<file path="src/rtl/fram_log_writer.sv">
// Appends valid/ready byte records to a log region of an SPI FRAM (WREN, WRITE, addr, data).
// Define FRAM_LOG_WRAP_EN for a circular log; otherwise writing stops and full latches at the end.
module fram_log_writer #(
  parameter logic [15:0] LOG_BASE = 16'h0000,
  parameter logic [15:0] LOG_SIZE = 16'h2000,
  parameter int          CS_GAP   = 2
) (
  input  logic        clk,
  input  logic        rst_n,
  input  logic        start,
  input  logic [5:0]  rec_len,
  input  logic        log_clear,
  input  logic [7:0]  data_in,
  input  logic        data_valid,
  output logic        data_ready,
  output logic        spi_clk,
  output logic        spi_mosi,
  output logic        spi_cs,
  output logic [15:0] log_addr,
  output logic        full,
  output logic        busy,
  output logic        done
);

  typedef enum logic [3:0] {
    S_IDLE, S_WREN, S_GAP, S_HDR, S_WAIT,
    S_DATA, S_END, S_DONE, S_DISC
  } state_t;

  localparam logic [15:0] LAST = 16'(LOG_BASE + LOG_SIZE - 16'd1);

  state_t      r_state;
  state_t      r_next;
  logic [23:0] r_sh;
  logic [4:0]  r_cnt;
  logic        r_ph;
  logic [7:0]  r_gap;
  logic [5:0]  r_rem;
  logic [15:0] r_addr;
  logic        r_sclk;
  logic        r_mosi;
  logic        r_cs;
  logic        w_last;
  logic        w_full;

`ifdef FRAM_LOG_WRAP_EN
  assign w_full = 1'b0;
`else
  logic r_full;
  assign w_full = r_full;
`endif

  assign w_last     = (r_addr == LAST);
  assign data_ready = (r_state == S_WAIT) || (r_state == S_DISC);
  assign busy       = (r_state != S_IDLE) && (r_state != S_DONE);
  assign done       = (r_state == S_DONE);
  assign spi_clk    = r_sclk;
  assign spi_mosi   = r_mosi;
  assign spi_cs     = r_cs;
  assign log_addr   = r_addr;
  assign full       = w_full;

  always_ff @(posedge clk) begin
    if (!rst_n) begin
      r_state <= S_IDLE;
      r_next  <= S_DONE;
      r_sh    <= '0;
      r_cnt   <= '0;
      r_ph    <= 1'b0;
      r_gap   <= '0;
      r_rem   <= '0;
      r_addr  <= LOG_BASE;
      r_sclk  <= 1'b0;
      r_mosi  <= 1'b0;
      r_cs    <= 1'b1;
`ifndef FRAM_LOG_WRAP_EN
      r_full  <= 1'b0;
`endif
    end else begin
      unique case (r_state)
        S_IDLE: begin
          if (log_clear) begin
            r_addr <= LOG_BASE;
`ifndef FRAM_LOG_WRAP_EN
            r_full <= 1'b0;
`endif
          end else if (start) begin
            if (rec_len == 6'd0) begin
              r_state <= S_DONE;
            end else begin
              r_rem <= rec_len;
              if (w_full) begin
                r_state <= S_DISC;
              end else begin
                r_state <= S_WREN;
                r_sh    <= {8'h06, 16'h0000};
                r_cnt   <= 5'd7;
                r_ph    <= 1'b0;
                r_cs    <= 1'b0;
                r_mosi  <= 1'b0;
              end
            end
          end
        end
        S_WREN, S_HDR, S_DATA: begin
          if (!r_ph) begin
            r_sclk <= 1'b1;
            r_ph   <= 1'b1;
          end else begin
            r_sclk <= 1'b0;
            r_ph   <= 1'b0;
            if (r_cnt != 5'd0) begin
              r_cnt  <= r_cnt - 5'd1;
              r_sh   <= r_sh << 1;
              r_mosi <= r_sh[22];
            end else begin
              r_mosi <= 1'b0;
              if (r_state == S_WREN) begin
                r_state <= S_GAP;
                r_cs    <= 1'b1;
                r_gap   <= 8'(CS_GAP - 1);
              end else if (r_state == S_HDR) begin
                r_state <= S_WAIT;
              end else begin
                r_rem <= r_rem - 6'd1;
`ifdef FRAM_LOG_WRAP_EN
                r_addr <= w_last ? LOG_BASE : r_addr + 16'd1;
`else
                r_addr <= r_addr + 16'd1;
                if (w_last) r_full <= 1'b1;
`endif
                if (r_rem == 6'd1) begin
                  r_state <= S_END;
                  r_cs    <= 1'b1;
                  r_next  <= S_DONE;
                end else if (w_last) begin
                  r_state <= S_END;
                  r_cs    <= 1'b1;
`ifdef FRAM_LOG_WRAP_EN
                  r_next  <= S_WREN;
`else
                  r_next  <= S_DISC;
`endif
                end else begin
                  r_state <= S_WAIT;
                end
              end
            end
          end
        end
        S_GAP: begin
          if (r_gap == 8'd0) begin
            r_state <= S_HDR;
            r_sh    <= {8'h02, r_addr};
            r_cnt   <= 5'd23;
            r_ph    <= 1'b0;
            r_cs    <= 1'b0;
            r_mosi  <= 1'b0;
          end else begin
            r_gap <= r_gap - 8'd1;
          end
        end
        S_WAIT: begin
          if (data_valid) begin
            r_state <= S_DATA;
            r_sh    <= {data_in, 16'h0000};
            r_cnt   <= 5'd7;
            r_ph    <= 1'b0;
            r_mosi  <= data_in[7];
          end
        end
        S_END: begin
          r_state <= r_next;
          // a wrapped record restarts with a fresh WREN frame at LOG_BASE
          if (r_next == S_WREN) begin
            r_sh   <= {8'h06, 16'h0000};
            r_cnt  <= 5'd7;
            r_ph   <= 1'b0;
            r_cs   <= 1'b0;
            r_mosi <= 1'b0;
          end
        end
        S_DISC: begin
          if (data_valid) begin
            r_rem <= r_rem - 6'd1;
            if (r_rem == 6'd1) r_state <= S_DONE;
          end
        end
        S_DONE: begin
          if (!start) r_state <= S_IDLE;
        end
        default: r_state <= S_IDLE;
      endcase
    end
  end

endmodule

</file>
<file path="config.mk">
export PLATFORM = sky130hd
export DESIGN_NAME = fram_log_writer
export DESIGN_NICKNAME = d
export VERILOG_FILES = /design/src/rtl/fram_log_writer.sv
export SDC_FILE = /design/constraint.sdc
export NUM_CORES = 1
export LEC_CHECK = 0
export ABC_AREA = 1
export BUFFER_PORTS_ARGS = -buffer_cell sky130_fd_sc_hd__buf_2
export CAP_MARGIN = 20
export CORE_MARGIN = 2
export CORE_UTILIZATION = 45
export DETAILED_ROUTE_END_ITERATION = 8
export GPL_TIMING_DRIVEN = 0
export PLACE_DENSITY = 0.69
export SLEW_MARGIN = 5
export SYNTH_ARGS = -nofsm -noshare
export SYNTH_HDL_FRONTEND = slang
export SYNTH_SLANG_ARGS = --single-unit
</file>
<file path="constraint.sdc">
create_clock -name clk -period 4.5 [get_ports clk]
set_input_delay 0.225 -clock clk [delete_from_list [all_inputs] [get_ports clk]]
set_output_delay 0.225 -clock clk [all_outputs]
set_load 0.01 [all_outputs]
</file>
==> key figures, run 1 <==
Yosys
  – Multiplexer area fraction after synthesis: 0%
  – Top_reg_cell synth: dfxtp_1
  – Count leader, synth: nand2_1
  – Post-synthesis register bit count: between 60 and 70
  – Cells after Synth: 674
  – Synth area leader: dfxtp_1
  – Synthesized Nets: 700
  – Sequential element share of the synthesized area: 32.9%
  – Post-synthesis simple-gate area fraction: 40.0%
  – Top cells by area, synth: dfxtp_1 33%, nand2_1 17%, nand3_1 8.7%
  – Xor/xnor share of the synthesized area: between 3 and 4%
  – Largest family of logic cells by synthesized area: simple AND/OR/NAND/NOR gates
  – Synth unique cells: 33
  – Commonest cells in the synthesized netlist: 189 x nand2_1, 97 x nor2_1, 73 x nand3_1
  – Adder-cell share of the synthesized area: under 10%
  – Compound-Gate Fraction of Synth Area: 12.6%
  – EDFF count, synth: 0
  – Synth top area share: 32.9%
  – Mean Syn Cell Area: about 6.2 um2
  – Warnings from Yosys: 0
  – Mapped Area: 0.00420 mm2
  – Post-synth ARST share: 0%

Finish
  – Share of post-route cells with drive strength above 1: 14.1%
  – Final Non-Filler Cells: ~840
  – Area growth from synthesis to layout: 13.5%
  – Nets: ~750
  – Filler instances: just over 900
  – Ant. Diodes: 0

Worst setup path
  – Critical Path AT: approximately 2.5 ns
  – Delay-heaviest family, CP: simple AND/OR/NAND/NOR gates
  – Slowest CP cell: dfxtp_1
  – CP max FO: 6
  – CP most frequent cell: nand2_1
  – CP endpoint kind: register
  – Worst R2R Start: log_addr[0]
  – CP required: about 4.7 ns
  – Crit path cell chain: ha_1 -> nand3_1 -> nor3_1 -> nand2_1 -> nand2_1 -> nand2_1 -> nor2_1 -> nand2_1 -> nand2_1 -> nand2_1
  – Kind of critical path: register to register
  – Crit path buf inv count: 0
  – CP Launch Type: register
  – Critical Path Source: log_addr[0]
  – CP peak stage delay: ~0.50 ns

Clock network
  – CTS tree: done
  – # hold bufs at CTS: 0
  – # H-tree levels: 3
  – Clk sinks: 69
  – CTS root buf: clkbuf_8
  – Post-CTS Setup Repair Bufs: 0
  – Maximum root-to-sink buffer count: 2
  – CTS resizes: 0
  – Clock slew at reported path FFs: 0.09 ns
  – CTS Buf Count: 9
  – Clock Latency Late Sink: around 0.35 ns

Timing
  – Setup Viol. Count Final: 0
  – Fin. Hold Viols: 0
  – Final Worst Setup Slack: roughly 2.2 ns
  – Highest Clock Rate: 433 MHz
  – Period utilization: 51.3%
  – Max-slew violation count: 0
  – Tightest Pin Transition: 0.613 ns
  – Fin Clk Skew: 0.0154 ns
  – Min Hold Slack: 0.205 ns
  – Unrepaired setup endpoints after global routing: false
  – Tmin final: around 2.3 ns
  – Max-slew headroom: 59.2%
  – Setup TNS: 0 ns

Route
  – WL/cell: 13.9 um
  – Total Wirelength: 11700 um
  – Met3 wire length: 660 um
  – Remaining antenna violation count after routing: 0
  – Iter 0 DRT Violations: 377
  – Max layer used: met4
  – M1 WL: 5300 um
  – First-pass iteration count of the detailed router: 5
  – Total number of vias: 4456
  – Avg Vias per Cell: roughly 5.3
  – Met2 WL post-DR: 5410 um
  – Final routed DRC violation total: 0

Global routing
  – Largest net degree at the start of global routing: 13
  – Vias in the first global route: slightly above 4000
  – Grt ovf: 0
  – Antenna violations before repair: 0
  – Global-route wire length before repair: 19700 um
  – Overall Global Routing Usage: approximately a quarter

Die
  – FP Rows: 35
  – Core box area: ~0.0092 mm2
  – Die area: about 0.010 mm2
  – Initial Utilization: 45.9%
  – Die height: 101 um
  – Io pins: between 40 and 50
  – Die extent in x: a little over 100 um

Power and ir drop
  – Clock share of power: 19.1%
  – Sw Ratio: 48.2%
  – Int Power: 0.00157 W
  – VDD IR max: 293 uV
  – Combinational cell fraction of total power: 54.6%
  – Sequential fraction of design power: 26.3%
  – Pwr Density: 634 mW/mm2
  – Switching pwr: 0.00146 W
  – Total design power: about 0.0030 W
  – Leak Pwr: 2.09 nW

Place
  – Placed insts: 826
  – Number of buffers added on ports: around 40
  – Dpl ws: 2.31 ns
  – Post-DP HPWL: 8660 um
  – Final RePlAce weighted congestion: 0.954

Run
  – Max-Cap Viols: 0

Outcome
  – Status: finished clean

Hold path
  – Beginning of the worst hold path: data_in[7]
  – Worst min-delay path class: primary input to register
[power groups by stage]
stage | Clock [W] | Combinational [W] | Sequential (W)
finish | 0.000576 | 0.00165 | 0.000795
global route | 0.000609 | 0.00188 | 0.000809
CTS | 0.000584 | 0.00163 | 0.000793
detailed placement | 0 | 0.00163 | 0.000807
global placement | 0 | 0.00160 | 0.000805
floorplan | 0 | 0.00125 | 0.000796
[cell usage in the layout, fill, tap and decap left out, types with 3 or more instances in the layout]
master and count:
nand4_1 6, clkbuf_8 10, o21ai_0 21, a21oi_1 60, nand2_1 189, nor3_1 3
inv_2 7, nand3_1 73, xnor2_1 4, o22ai_1 4, inv_1 57, buf_2 56
ha_1 7, xor2_1 13, nor2_2 5, clkbuf_1 10, a22oi_1 5, nand2_2 8
o21ai_1 3, dfxtp_1 69, nor2_1 97, nor2_4 4
[per-layer routing]
| layer | vias to the layer above | GRT usage, % |
|---|---|---|
| met5 | - | 0 |
| met4 | 0 | 10.5 |
| met3 | 28 | 3.05 |
| met2 | 151 | 39.4 |
| met1 | 2018 | 32.6 |
| li1 | 2259 | - |
[kinds of logic after synthesis]
family,after synthesis
AND/OR/NAND/NOR,391
AO/OA/AOI/OAI,99
adder cells (fa/ha/maj),7
flip-flops,69
buffers and inverters,91
XOR/XNOR,17
[path summary, 6_finish.rpt]
| kind | end | slack, ns | cells past startpoint |
|---|---|---|---|
| setup / recovery | r_next[2] | 2.19 | 10 |
| setup reg to reg | r_next[2] | 2.19 | 10 |
| hold reg to reg | r_sh[11] | 0.46 | 2 |
| hold / removal | spi_mosi | 0.20 | 5 |
[worst register-to-register path, delay by kind of cell, from the launching register on]
family | cells | cell delay, ns
simple gates | 9 | 1.42
fa+ha+maj | 1 | 0.26
flops | 1 | 0.50
[flip-flops by register name (all words and copies together), names as in the netlist]
| name | cells |
|---|---|
| r_next | 2 |
| r_rem | 6 |
| spi_mosi | 1 |
| r_cnt | 5 |
| log_addr | 16 |
| r_sh | 23 |
| spi_clk | 1 |
| r_gap | 8 |
| r_ph | 1 |
| full | 1 |
| spi_cs | 1 |
| r_state | 4 |
[per-stage QoR]
step / utilization, % / area (um2)
floorplan: - / 4200
global placement: 49.7 / 4540
detailed placement: 49.7 / 4540
CTS: 52.1 / 4770
global route: 52.1 / 4770
finish: 52.1 / 4770
[cell type report]
class | count | area, um2 | area share [%]
Buffer | 27 | 131 | 2.76
Sequential cell | 69 | 1380 | 29.0
Multi-Input combinational cell | 514 | 2450 | 51.3
Tap cell | 111 | 139 | 2.91
Inverter | 64 | 240 | 5.04
Timing Repair Buffer | 41 | 205 | 4.30
Clock inverter | 6 | 86.3 | 1.81
Clock buffer | 10 | 138 | 2.89
Power figures use the tool's default switching activity.
==> inputs of run 2 (changes only) <==
Settings changed: ABC_AREA 1 to 0, PLACE_DENSITY 0.69 to 0.71.
Clock period 4.5 ns to 1.9 ns, I/O delays scaled along.
==> key figures, run 2 <==
Outcome
  – Status: complete, but fails checks
  – Failing checks: setup timing

Yosys
  – Synth area leader: dfxtp_1
  – Commonest cells in the synthesized netlist: 70 x nor2_1, 69 x dfxtp_1, 54 x nand2_1
  – Sequential element share of the synthesized area: roughly a third
  – Synth unique cells: 68
  – Post-synthesis register bit count: 69
  – Top_reg_cell synth: dfxtp_1
  – Warnings from Yosys: 0
  – Synth top area share: 34.8%
  – Mean Syn Cell Area: 8.13 um2
  – Cells after Synth: 488
  – Synthesized Nets: 514
  – Mapped Area: 0.00397 mm2
  – EDFF count, synth: 0
  – Count leader, synth: nor2_1
  – Post-synth ARST share: 0%
  – Top cells by area, synth: dfxtp_1 35%, nor2_1 6.6%, o221a_2 6.2%

Clock network
  – CTS Buf Count: 9
  – Clk sinks: 69
  – Maximum root-to-sink buffer count: 2
  – # H-tree levels: 3
  – Clock Latency Late Sink: ~0.36 ns
  – CTS tree: done
  – Clock slew at reported path FFs: 0.08 ns
  – CTS root buf: clkbuf_8

Finish
  – Max reg flops: 23
  – Final core utilization: 65.2%
  – Largest Register: r_sh
  – Ant. Diodes: 0
  – Commonest non-fill, non-tap cell in the layout: nor2_1
  – Share of post-route cells with drive strength above 1: about two fifths
  – Filler instances: approximately 690
  – Area growth from synthesis to layout: 41.9%
  – Most frequent cells in the layout: 60 x nor2_1, 58 x dfxtp_1, 49 x nand2_1, 45 x buf_2, 31 x buf_4
  – Nets: 607

Global routing
  – Antenna violations before repair: 0
  – Grt ovf: 0
  – Largest net degree at the start of global routing: 12
  – Vias in the first global route: 4306
  – Overall Global Routing Usage: around 27%
  – Global-route wire length before repair: 21200 um

Timing
  – Min Hold Slack: ~0.11 ns
  – Period utilization: 110%
  – Unrepaired setup endpoints after global routing: true
  – Tightest Pin Transition: 0.833 ns
  – Max-slew headroom: 43.9%
  – Tmin final: 2.09 ns
  – Max-slew violation count: 0
  – Final Worst Setup Slack: -0.193 ns
  – Highest Clock Rate: 478 MHz
  – Fin Clk Skew: 0.0143 ns
  – Fin. Hold Viols: 0
  – Setup Viol. Count Final: 60

Die
  – Initial Utilization: 45.9%
  – FP Rows: 34
  – Die height: 97.9 um
  – Die extent in x: 97.9 um
  – Io pins: 42
  – Core box area: between 0.008 and 0.009 mm2
  – Die area: 0.00958 mm2

Route
  – WL/cell: 19.0 um
  – Total number of vias: 4258
  – Final routed DRC violation total: 0
  – Total Wirelength: between 10000 and 15000 um
  – Avg Vias per Cell: roughly 6.1
  – Remaining antenna violation count after routing: 0
  – Iter 0 DRT Violations: between 200 and 300
  – First-pass iteration count of the detailed router: 5

Worst setup path
  – CP required: 2.15 ns
  – Slowest CP cell: or4_4
  – Crit path cell chain: or4_4 -> o21ai_4 -> o211ai_4 -> or2_4 -> buf_12 -> buf_8 -> o221a_4
  – CP Launch Type: register
  – Critical Path AT: between 2 and 2.5 ns
  – Kind of critical path: register to register
  – Worst r2r path cells: 7
  – CP peak stage delay: 0.57 ns
  – CP endpoint kind: register
  – CP max FO: 5

Hold path
  – Worst min-delay path class: primary input to register
  – Hold path depth: 4

Run
  – Max-Cap Viols: 0

Power and ir drop
  – Leak Pwr: 2.29 nW
  – VDD IR max: 687 uV
  – Pwr Density: 1680 mW/mm2

Place
  – Final RePlAce weighted congestion: 0.900
  – Post-DP HPWL: 7780 um
  – Number of buffers added on ports: 40
-- run 2: cell count changes in the layout (fill, tap and decap cells not counted), sizes merged, moves of 15 or more --
cell / change
nand2: -144
nand3: -60
inv: -44
a21oi: -41
buf: +41
nor2: -37
o221a: +23
nor4: +15
-- run 2: critical path: cells and delay by family, from the launching register on --
family / cells / cell delay [ns]
AO/OA/AOI/OAI: 3 / 0.53
buffers and inverters: 2 / 0.28
flip-flops: 1 / 0.32
AND/OR/NAND/NOR: 2 / 0.87
-- run 2: cell families (layout without fill, tap and decap cells) --
| family | Yosys count | count (layout) | synth area share [%] |
|---|---|---|---|
| xor+xnor | 21 | 21 | 4.64 |
| buf+inv | 54 | 150 | 6.28 |
| mux | 6 | 6 | 1.51 |
| simple gates | 206 | 206 | 25.9 |
| flops | 69 | 69 | 34.8 |
| compound gates | 125 | 126 | 24.7 |
| fa+ha+maj | 7 | 7 | 2.21 |
-- run 2: final cells by class --
cell class | instances | area, um2 | share of cell area, %
multi-input combinational | 366 | 3000 | 53.3
sequential | 69 | 1400 | 24.8
timing repair buffer | 86 | 634 | 11.3
buffer | 29 | 191 | 3.40
clock buffer | 11 | 151 | 2.69
tap | 108 | 135 | 2.40
inverter | 20 | 75.1 | 1.33
clock inverter | 4 | 47.5 | 0.845
-- run 2: through the flow --
stage | worst slack, ns | area, um2 | power [W] | cells | TNS [ns]
2_1_floorplan | -0.0932 | 4010 | 0.00494 | 488 | -2.06
3_3_place_gp | -0.399 | 4350 | 0.00569 | 636 | -18.68
5_1_grt | -0.251 | 5630 | 0.00992 | 693 | -11.28
6_report | -0.193 | 5630 | 0.00943 | 693 | -7.61
4_1_cts | -0.193 | 5360 | 0.00888 | 689 | -6.76
3_5_place_dp | -0.443 | 4350 | 0.00579 | 636 | -21.26
-- run 2: per-layer routing --
metal | vias to the layer above | GRT usage [%] | wire [um]
met1 | 2031 | 32.5 | 5210
met4 | 0 | 13.8 | 496
met3 | 54 | 5.73 | 885
met2 | 214 | 46.3 | 6600
met5 | - | 0 | 0
li1 | 1959 | - | -
-- run 2: where the power goes --
part	internal, W	switching [W]	leakage [nW]
clock	0.000666	0.000588	0.101
sequential	0.00178	0.000260	0.568
combinational	0.00286	0.00328	1.62
-- run 2: path summary, 6_finish.rpt --
| check | start | slack [ns] | endpoint |
|---|---|---|---|
| min | data_in[4] | 0.11 | r_sh[20] |
| max reg2reg | r_gap[5] | -0.19 | r_sh[5] |
| min reg2reg | r_next[3] | 0.47 | r_next[3] |
| max | r_gap[5] | -0.19 | r_sh[5] |
-- run 2: repair_timing --
item / CTS / global route
cloned: 5 / 1
pin swaps: 32 / 27
hold buffers: 0 / 0
buffers inserted: 35 / 8
gates resized for setup: 102 / 68
endpoints found under the setup margin: 68 / 69
==> inputs of run 3 (changes only) <==
Settings changed: ABC_AREA 0 to 1.
==> key figures, run 3 (synthesis results as in run 1) <==
Worst setup path
  – CP endpoint kind: register
  – Critical Path AT: 2.02 ns
  – CP required: 2.10 ns
  – CP max FO: 10
  – Kind of critical path: register to register
  – Flop2flop setup slack: 0.08 ns
  – Crit path cell chain: nor2_4 -> buf_4 -> o211ai_1 -> nand3_2 -> nor2_4 -> nand2_2 -> clkbuf_4 -> nand2_1 -> a21oi_1
  – CP peak stage delay: between 0.4 and 0.5 ns
  – CP Launch Type: register
  – Delay-heaviest family, CP: simple AND/OR/NAND/NOR gates
  – CP most frequent cell: nor2_4
  – Slowest CP cell: dfxtp_2
  – Crit path buf inv count: 2

Outcome
  – Status: finished clean

Timing
  – Min Hold Slack: 0.0738 ns
  – Tmin final: roughly 1.8 ns
  – Max-slew violation count: 0
  – Highest Clock Rate: 551 MHz
  – Fin. Hold Viols: 0
  – Period utilization: 95.6%
  – Fin Clk Skew: 0.0115 ns
  – Max-slew headroom: 57.3%
  – Tightest Pin Transition: about 0.64 ns
  – Setup Viol. Count Final: 0

Clock network
  – # hold bufs at CTS: 0
  – Clock Latency Late Sink: 0.35 ns
  – Clk sinks: 69
  – CTS tree: done
  – # H-tree levels: 3
  – Clock slew at reported path FFs: 0.09 ns
  – CTS Buf Count: 9
  – Maximum root-to-sink buffer count: 2
  – CTS root buf: clkbuf_8

Power and ir drop
  – VDD IR max: 694 uV
  – Combinational cell fraction of total power: 57.4%
  – Sequential fraction of design power: 25.8%
  – Total design power: 0.00740 W
  – Int Power: 0.00383 W
  – Clock share of power: between 10% and 20%
  – Switching pwr: 0.00356 W
  – Pwr Density: 1500 mW/mm2
  – Sw Ratio: between 40% and 50%
  – Leak Pwr: 2.18 nW

Place
  – Post-DP HPWL: 8660 um
  – Placed insts: around 830
  – Final RePlAce weighted congestion: 0.947
  – Dpl cell area: around 0.0045 mm2
  – Number of buffers added on ports: 41

Finish
  – Commonest non-fill, non-tap cell in the layout: nand2_1
  – Design area: between 0.004 and 0.005 mm2
  – Area growth from synthesis to layout: 17.3%
  – Most frequent cells in the layout: 188 x nand2_1, 95 x nor2_1, 71 x nand3_1, 62 x dfxtp_1, 60 x a21oi_1
  – Max reg flops: 23
  – Final core utilization: 53.8%
  – Nets: ~760
  – Largest Register: r_sh
  – Ant. Diodes: 0
  – Final Non-Filler Cells: 852
  – Share of post-route cells with drive strength above 1: 17.5%

Die
  – Die area: about 0.01 mm2
  – Io pins: 42
  – Initial Utilization: 45.9%
  – Die extent in x: 101 um
  – FP Rows: 35
  – Die height: between 100 and 150 um
  – Core box area: 0.00915 mm2

Route
  – Remaining antenna violation count after routing: 0
  – WL/cell: 14.0 um
  – Iter 0 DRT Violations: ~310
  – Avg Vias per Cell: 5.29
  – Total Wirelength: 11900 um
  – Final routed DRC violation total: 0
  – First-pass iteration count of the detailed router: 5
  – Total number of vias: 4510

Global routing
  – Global-route wire length before repair: 19300 um
  – Vias in the first global route: 4091
  – Grt ovf: 0
  – Antenna violations before repair: 0
  – Largest net degree at the start of global routing: 13
  – Overall Global Routing Usage: roughly a quarter

Run
  – Max-Cap Viols: 0

Hold path
  – Worst min-delay path class: primary input to register
==> run 3: changes by cell type in the layout (fill, tap and decap cells not counted), sizes merged, moves of 15 or more <==
| cell | delta |
|---|---|
| nand2 | +144 |
| nand3 | +60 |
| inv | +44 |
| a21oi | +41 |
| buf | -37 |
| nor2 | +37 |
| o221a | -23 |
| nor4 | -15 |
==> run 3: per-layer routing <==
layer	share of wire, %	vias to the layer above	track usage, %
li1	-	2282	-
met1	45	2075	31.3
met2	48	129	39.8
met3	5.3	24	4.09
met4	1.9	0	7.06
met5	0	-	0
==> run 3: final cells by class <==
type | instances | area [um2]
Inverter | 64 | 240
Timing Repair Buffer | 51 | 280
Clock buffer | 10 | 138
Tap cell | 111 | 139
Fill cell | 919 | 4230
Buffer | 27 | 166
Multi-Input combinational cell | 514 | 2500
Sequential cell | 69 | 1400
Clock inverter | 6 | 62.6
==> run 3: path summary, 6_finish.rpt <==
check                                 from        to  cells after the start
worst max-delay path            r_state[3]  r_sh[15]                      9
worst min-delay path            rec_len[5]  r_rem[5]                      5
worst max register to register  r_state[3]  r_sh[15]                      9
worst min register to register    r_sh[11]  r_sh[11]                      2
==> run 3: stage by stage <==
stage                     worst slack [ns]  TNS, ns
final                               0.0839        0
after global routing               -0.0279   -0.203
after CTS                          0.00431        0
after detailed placement            -0.193   -0.595
after global placement              -0.155   -0.378
after floorplan                      0.168        0
==> run 3: worst register-to-register path, delay by kind of cell (launching register included) <==
kind | cells | cell delay (ns)
simple gates | 5 | 0.68
flops | 1 | 0.41
buf+inv | 2 | 0.36
compound gates | 2 | 0.21
==> run 3: what timing repair did <==
| action | CTS | global route |
|---|---|---|
| gates cloned | 0 | 0 |
| resized for setup | 9 | 34 |
| buffers inserted | 0 | 10 |
| setup endpoints to repair | 26 | 66 |
| pin swaps | 0 | 6 |
==> run 3: power groups by stage <==
stage	Clock [W]	Combinational, W	Sequential [W]
global placement	0	0.00380	0.00191
detailed placement	0	0.00386	0.00192
floorplan	0	0.00295	0.00189
CTS	0.00127	0.00388	0.00189
global route	0.00131	0.00474	0.00194
finish	0.00124	0.00424	0.00191
